### src/rtl/decomp_pkg.sv
// Shared definitions for the bitmap-coded stream decompressor:
// per-word code encoding and the number of stream bytes each code consumes.
package decomp_pkg;

   typedef enum logic [1:0] {
      CODE_ZERO = 2'b00,
      CODE_Q    = 2'b01,
      CODE_H    = 2'b10,
      CODE_W    = 2'b11
   } code_e;

   function automatic int unsigned need_bytes(input code_e code, input int unsigned word_w);
      case (code)
         CODE_ZERO: need_bytes = 0;
         CODE_Q:    need_bytes = word_w / 32;
         CODE_H:    need_bytes = word_w / 16;
         CODE_W:    need_bytes = word_w / 8;
         default:   need_bytes = 0;
      endcase
   endfunction

endpackage

### src/rtl/decomp_expand.sv
// Combinational field expansion: widens the low bytes of the staging buffer
// to a full output word according to the per-word code.
module decomp_expand
   import decomp_pkg::*;
#(
   parameter int WORD_W   = 32,
   parameter int SIGN_EXT = 1
) (
   input  code_e             code_i,
   input  logic [WORD_W-1:0] raw_i,
   output logic [WORD_W-1:0] word_o
);

   localparam int Q_W = WORD_W / 4;
   localparam int H_W = WORD_W / 2;

   // Keep the low nbits of raw and fill the rest with sign or zero bits.
   function automatic logic [WORD_W-1:0] extend(input logic [WORD_W-1:0] raw,
                                                input int unsigned nbits);
      logic [WORD_W-1:0] mask;
      mask   = {WORD_W{1'b1}} >> (WORD_W - nbits);
      extend = raw & mask;
      if ((SIGN_EXT != 0) && raw[nbits-1]) extend = extend | ~mask;
   endfunction

   always_comb begin
      word_o = '0;
      case (code_i)
         CODE_ZERO: word_o = '0;
         CODE_Q:    word_o = extend(raw_i, Q_W);
         CODE_H:    word_o = extend(raw_i, H_W);
         CODE_W:    word_o = raw_i;
         default:   word_o = '0;
      endcase
   end

endmodule

### src/rtl/stream_decompressor.sv
// Bitmap-coded stream decompressor: packed compressed bytes are staged in a
// small byte buffer and expanded one output word per accepted code.
module stream_decompressor
   import decomp_pkg::*;
#(
   parameter int WORD_W   = 32,
   parameter int IN_BYTES = 4,
   parameter int SIGN_EXT = 1,
   localparam int BUF_BYTES = WORD_W / 8 + IN_BYTES,
   localparam int FILL_W    = $clog2(BUF_BYTES + 1)
) (
   input  logic                  clk,
   input  logic                  rst,
   input  logic                  code_valid,
   output logic                  code_ready,
   input  logic [1:0]            code,
   input  logic                  in_valid,
   output logic                  in_ready,
   input  logic [8*IN_BYTES-1:0] in_data,
   input  logic                  flush,
   output logic                  out_valid,
   input  logic                  out_ready,
   output logic [WORD_W-1:0]     out_data,
   output logic [FILL_W-1:0]     fill
);

   localparam int BUF_W = 8 * BUF_BYTES;

   logic [BUF_W-1:0]  buf_q, buf_d;
   logic [FILL_W-1:0] fill_q, fill_d;
   logic              out_valid_q, out_valid_d;
   logic [WORD_W-1:0] out_data_q, out_data_d;
   logic [WORD_W-1:0] expanded;
   code_e             code_in;
   logic [FILL_W-1:0] need, consumed, remaining;
   logic              code_hs, in_hs;
   logic [BUF_W-1:0]  shifted, incoming;

   assign code_in    = code_e'(code);
   assign need       = FILL_W'(need_bytes(code_in, WORD_W));
   assign in_ready   = (fill_q <= FILL_W'(BUF_BYTES - IN_BYTES));
   assign code_ready = code_valid && (fill_q >= need) && (!out_valid_q || out_ready);
   assign code_hs    = code_valid && code_ready;
   assign in_hs      = in_valid && in_ready;

   decomp_expand #(
      .WORD_W   (WORD_W),
      .SIGN_EXT (SIGN_EXT)
   ) u_expand (
      .code_i (code_in),
      .raw_i  (buf_q[WORD_W-1:0]),
      .word_o (expanded)
   );

   // Bytes above fill are kept zero, so new bytes can be OR-ed in above the survivors.
   always_comb begin
      consumed  = code_hs ? need : '0;
      remaining = fill_q - consumed;
      shifted   = buf_q >> (8 * consumed);
      incoming  = BUF_W'(in_data) << (8 * remaining);
      buf_d     = shifted;
      fill_d    = remaining;
      if (flush) begin
         buf_d  = '0;
         fill_d = '0;
      end else if (in_hs) begin
         buf_d  = shifted | incoming;
         fill_d = remaining + FILL_W'(IN_BYTES);
      end

      out_data_d  = out_data_q;
      out_valid_d = out_valid_q;
      if (code_hs) begin
         out_data_d  = expanded;
         out_valid_d = 1'b1;
      end else if (out_ready) begin
         out_valid_d = 1'b0;
      end
   end

   always_ff @(posedge clk) begin
      if (rst) begin
         buf_q       <= '0;
         fill_q      <= '0;
         out_valid_q <= 1'b0;
         out_data_q  <= '0;
      end else begin
         buf_q       <= buf_d;
         fill_q      <= fill_d;
         out_valid_q <= out_valid_d;
         out_data_q  <= out_data_d;
      end
   end

   assign out_valid = out_valid_q;
   assign out_data  = out_data_q;
   assign fill      = fill_q;

endmodule

### config.mk
export PLATFORM = sky130hd
export DESIGN_NAME = stream_decompressor
export DESIGN_NICKNAME = d
export VERILOG_FILES = /design/src/rtl/decomp_pkg.sv /design/src/rtl/decomp_expand.sv /design/src/rtl/stream_decompressor.sv
export SDC_FILE = /design/constraint.sdc
export NUM_CORES = 1
export LEC_CHECK = 0
export ABC_CLOCK_PERIOD_IN_PS = 5700
export BUFFER_PORTS_ARGS = -buffer_cell sky130_fd_sc_hd__buf_2
export CORE_MARGIN = 2
export CORE_UTILIZATION = 44
export DETAILED_ROUTE_END_ITERATION = 12
export HOLD_SLACK_MARGIN = 0.02
export PLACE_DENSITY_LB_ADDON = 0.3
export RECOVER_POWER = 100
export SLEW_MARGIN = 20
export SYNTH_ARGS = -nofsm -noshare
export SYNTH_HDL_FRONTEND = slang
export SYNTH_SLANG_ARGS = --single-unit
### constraint.sdc
create_clock -name clk -period 5.7 [get_ports clk]
set_clock_uncertainty 0.1 [all_clocks]
set_input_delay 0.57 -clock clk [delete_from_list [all_inputs] [get_ports clk]]
set_output_delay 0.57 -clock clk [all_outputs]
set_load 0.01 [all_outputs]
---- Word-level counts from Yosys, hierarchy flattened ----
Index checks and enable logic that the tools add are counted.
operators by class
  add/subtract/negate cells ............... 2
  order comparisons ....................... 2
  equal/unequal tests ..................... 3
  shift-type cells ........................ 2
  multiplexer cells ....................... 9
  bitwise operators ....................... 1
  reduce and logical (&&, ||, !) cells .... 9
operator list
  operator                                                                number
  32-bit case mux with 4 select lines                                     1
  32-bit two-way mux                                                      2
  64-bit two-way mux                                                      1
  64-bit OR                                                               1
  32-bit by 7-bit left shift with 64-bit output                           1
  64-bit by 7-bit right shift with 64-bit output                          1
  4-bit case mux with 4 select lines                                      1
  4-bit two-way mux                                                       2
  4-bit by 3-bit adder with 4-bit output (second input constant)          1
  2-bit equality test (second input constant)                             2
  4-bit greater-or-equal comparator                                       1
  4-bit by 3-bit <= comparator with 1-bit output (second input constant)  1
  1-bit logical AND                                                       4
  4-bit subtractor                                                        1
  2-bit by 1-bit equality test with 1-bit output (second input constant)  1
  2-bit zero test                                                         1
  1-bit two-way mux                                                       2
  2-bit nonzero test                                                      1
  2-bit OR reduction                                                      1
  1-bit zero test                                                         1
  1-bit logical OR                                                        1
storage, ports and cells
  register bits after elaboration ......... 101
  output and inout port bits .............. 39
  logic and storage cells ................. 32

---- Longest topological paths before layout ----
  depth after elaboration ................. 11
  mapped depth ............................ 19
  depth with buffers taken out ............ 15

---- By module ----
From an unflattened synthesis, not the netlist that was laid out.
second synthesis, totals
  cell total of the unflattened synthesis .. 821
  area, all modules ....................... 6366.1 um^2
modules (own cells, without submodules)
  module               times used  cells an instance  area each (um^2)  sequential area each (um^2)
  stream_decompressor  1           754                5909.4            2021.9
  decomp_expand        1           67                 456.7             0.0

---- Least setup slack after synthesis ----
OpenSTA, ideal clock, no wires.
  path type ............................... input port to flip-flop
  start ................................... input port code[0]
  end ..................................... register buf_q[41]
  setup time .............................. 0.132 ns
  arrival time ............................ 4.141 ns
  required time ........................... 5.468 ns
  path slack .............................. 1.326 ns
  stages .................................. 18
  cell sequence ........................... buf_2 inv_2 nor2_1 inv_1 ha_1 a211oi_2 o21a_4 buf_4 nor2_1 buf_2 ha_1 fa_1 xnor2_2 or2_2 clkbuf_1 o2bb2ai_1 a222oi_1 a21oi_1
on the way
  word-level cells in the longest chain between the ends .. 11
  elaborated cells between the ends (all ways) .. 15
  those cells by class .................... add/sub (1); order compare (1); eq/ne (3); shift (2); mux (3); bitwise (1); reduce/logical (4)
ends and longest elaborated chain
  item                                           RTL line                   RTL
  start, declared                                stream_decompressor.sv:16  input logic [1:0] code,
  2-bit equality test (tied with other cells)    decomp_pkg.sv:13           case (code)
  4-bit case mux with 4 select lines *           decomp_pkg.sv:13
  4-bit greater-or-equal comparator              stream_decompressor.sv:42  assign code_ready = code_valid && (fill_q >= need) && (!out_valid_q || out_ready);
  1-bit logical AND (2 in series)                stream_decompressor.sv:42
  1-bit logical AND                              stream_decompressor.sv:43  assign code_hs = code_valid && code_ready;
  4-bit two-way mux *                            stream_decompressor.sv:57  consumed = code_hs ? need : '0;
  4-bit subtractor                               stream_decompressor.sv:58  remaining = fill_q - consumed;
  32-bit by 7-bit left shift with 64-bit output  stream_decompressor.sv:60  incoming = BUF_W'(in_data) << (8 * remaining);
  64-bit OR                                      stream_decompressor.sv:67  buf_d = shifted | incoming;
  64-bit two-way mux *                           stream_decompressor.sv:66  end else if (in_hs) begin
  end signal, assigned                           stream_decompressor.sv:88  buf_q <= buf_d;
  end, declared                                  stream_decompressor.sv:29  logic [BUF_W-1:0] buf_q, buf_d;
Every way passes the cells marked *; elsewhere a longest branch is shown, timed or not. The select of a mux whose other input is x is not followed.
A chain may end at the register's enable or synchronous reset.

---- Worst setup path after layout ----
  start ................................... input port code[1]
  end ..................................... register buf_q[15]
Same word-level chain as after synthesis.

==> run_results.csv <==
group,metric,value,unit
detailed_routing,drcViolationCount,0,
cts,cts_buffer_depth,2,
die,die_y,122,um
cts,cts_setup_buffers,0,
worst_setup_path,reg2reg_from,"fill[2]",
timing,drv_slew,0,
timing,fin_setup_tns,0,ps
yosys,synth_area_leaders,"dfxtp_1 (33%), mux2_2 (5.3%), nor2_1 (4.8%)",
die,die_width,122,um
worst_hold_path,hold_path.class,"reg2reg",
cells_and_area,regArea,0.00202,sq mm
die,rows,43,
placement,globalplace.congestion,0.985,
worst_setup_path,r2r_cells,12,
cells_and_area,nets,824,
pwr,irDropWorstVdd,0.194,mV
timing,setup_slack,711,ps
global_routing,grt_pass1_wl,31400,um
worst_setup_path,reg2reg_to,"buf_q[15]",
timing,tightest_slew,1090,ps
worst_setup_path,required,5880,ps
yosys,yosysTopAreaCell,"dfxtp_1",
global_routing,grt_pass1_vias,5688,
placement,dpl.hpwl,14200,um
yosys,syn_inst,746,
worst_hold_path,whs_path_depth,2,
timing,setup_viol,0,
detailed_routing,via_per_inst,6.44,
die,start_util,44.5,%
worst_setup_path,end_kind,"flop",
yosys,synthTopCellsByCount,"dfxtp_1 (101), nor2_1 (78), nand2_1 (56)",
cts,cts_resized,0,
timing,rsz0062_at_grt,"no",
yosys,synth_ff_type,"dfxtp_1",
worst_setup_path,critPathKind,"in2reg",
global_routing,grt_util_all_layers,27.1,%
die,placeableCoreArea,0.0137,sq mm
global_routing,grt-ovfl-total,0,
global_routing,antenna_found_initial,0,
cells_and_area,multi_input_area,0.00368,sq mm
cts,htree_num_levels,3,
yosys,synth.cell_area,0.00611,sq mm
yosys,avgSynthCellArea,8.19,sq um
yosys,yosysTopAreaCellShare,33.1,%
cells_and_area,nFillCells,1348,
worst_setup_path,crit_start,"code[1]",
timing,hold_viol,0,
detailed_routing,dr_total_vias,6189,
global_routing,grt_max_degree,62,
yosys,ys_seq_elements,101,
die,die_area,0.0148,sq mm
flow_run,drv_cap,0,
timing,fin_crit,4990,ps
detailed_routing,wl,20000,um
run_status,status,"completed",
placement,dp_slack,607,ps
cts,clockRootBuffer,"clkbuf_16",
worst_setup_path,rrSetupSlack,1350,ps
worst_hold_path,worstHoldEndpoint,"out_data[0]",
detailed_routing,drt-initial-drc-count,828,
cells_and_area,num_antenna_cells,0,
cts,cts_hold_buf,0,
yosys,synth_edf_count,0,
yosys,yosys_warnings,0,
cts,clk_pin_slew_worst_paths,70,ps
timing,slew_headroom,27.0,%
cells_and_area,area_growth,10.1,%
placement,port_buffers,78,
worst_setup_path,path_max_fanout,36,
pwr,p_per_area,320,mW/mm^2
cells_and_area,drive_gt1_share,14.2,%
yosys,yosysMostFrequentCell,"dfxtp_1",
worst_setup_path,cp.arrival,5170,ps
worst_setup_path,start_kind,"primary input",
timing,finalCritPeriodShare,87.5,%
cts,clock_latency,360,ps
cts,cts_sinks,101,
pwr,p_leak,2.37,nW
yosys,synthDistinctLibCells,59,
detailed_routing,routedWlPerCell,20.8,um
yosys,async_reset_ff_share,0,%
detailed_routing,final_antenna_net_count,0,
cts,numCtsBuffers,9,
yosys,syn-num-nets,794,
cts,cts_tree,"done",
detailed_routing,dr.pass1.iters,6,
worst_hold_path,hold_start,"out_data[0]",
yosys,ys_seq_area_share,33.1,%
timing,fmax,0.200,GHz
die,io_pins,79,
layer usage:
layer	share of wire (%)	GRT usage [%]	vias to the layer above
li1	-	-	2868
met1	47	40.2	2930
met2	41	38.4	354
met3	10	6.23	37
met4	2.0	8.76	0
met5	0	0	-
state kept, by name, summed over array words and instances, names as in the netlist:
name and flops:
buf_q 64, out_data 32, fill 4, out_valid 1
worst max-delay path by stage:
stage	slack [ps]	end
4_1_cts	960	buf_q[15]
3_3_place_gp	760	buf_q[13]
6_report	710	buf_q[15]
2_1_floorplan	1330	buf_q[41]
3_5_place_dp	610	buf_q[15]
5_1_grt	290	buf_q[3]
cells by family after synthesis:
logic type,after synthesis,synth area share (%)
muxes,55,9.61
xor gates and xnor gates,3,0.553
AOI/OAI and AO/OA,257,30.2
and+or+nand+nor,238,18.3
adders and majority gates,8,1.76
DFF,101,33.1
buffers and inverters,84,6.45
through the flow:
step	area [sq um]	std cells	util [%]	hold slack [ps]	power (mW)
after floorplan	6110	746	-	347	1.33
after global placement	6470	944	47.2	343	1.51
after detailed placement	6470	944	47.2	347	1.52
after CTS	6780	960	49.4	357	2.15
after global routing	6730	961	49.0	393	2.24
final	6730	961	49.0	360	2.15
worst max-delay path, cell delays in order:
cell,delay (ps)
buf_2,500
inv_1,130
nor2_1,150
inv_1,70
ha_1,290
a211oi_1,320
o21a_4,370
nor2_1,90
buf_4,200
ha_1,240
fa_1,520
buf_4,320
inv_1,230
nor4_2,870
nand2_1,170
o221ai_1,110
power by group:
group	internal [mW]	switching, mW
clock network	0.355	0.280
logic	0.237	0.452
registers	0.767	0.0585
cell usage in the layout, fill, tap and decap left out, types with 9 or more instances in the layout:
master / netlist / routed
a22oi_1: 27 / 27
nor3_1: 21 / 21
a21o_1: 19 / 19
nand2_1: 56 / 56
a21oi_1: 53 / 53
nor2b_1: 10 / 10
mux2_2: 29 / 29
clkbuf_1: 35 / 42
nand3_1: 39 / 39
a222oi_1: 12 / 12
dfxtp_1: 101 / 101
a211oi_1: 23 / 24
clkbuf_16: 0 / 9
buf_4: 3 / 12
nor2_1: 78 / 78
buf_2: 29 / 39
mux2i_1: 26 / 26
a22o_1: 14 / 14
o21ai_0: 35 / 38
o2bb2ai_1: 9 / 9
a32oi_1: 13 / 13
cell type report:
cell class | instances | area share [%]
well taps | 180 | 3.35
clock inverters | 4 | 0.818
repair buffers | 92 | 6.70
clock buffers | 12 | 3.66
inverters | 11 | 0.725
flip-flops and latches | 101 | 30.1
multi-input cells | 561 | 54.7
Note: power is estimated with default switching activity, not from simulation.
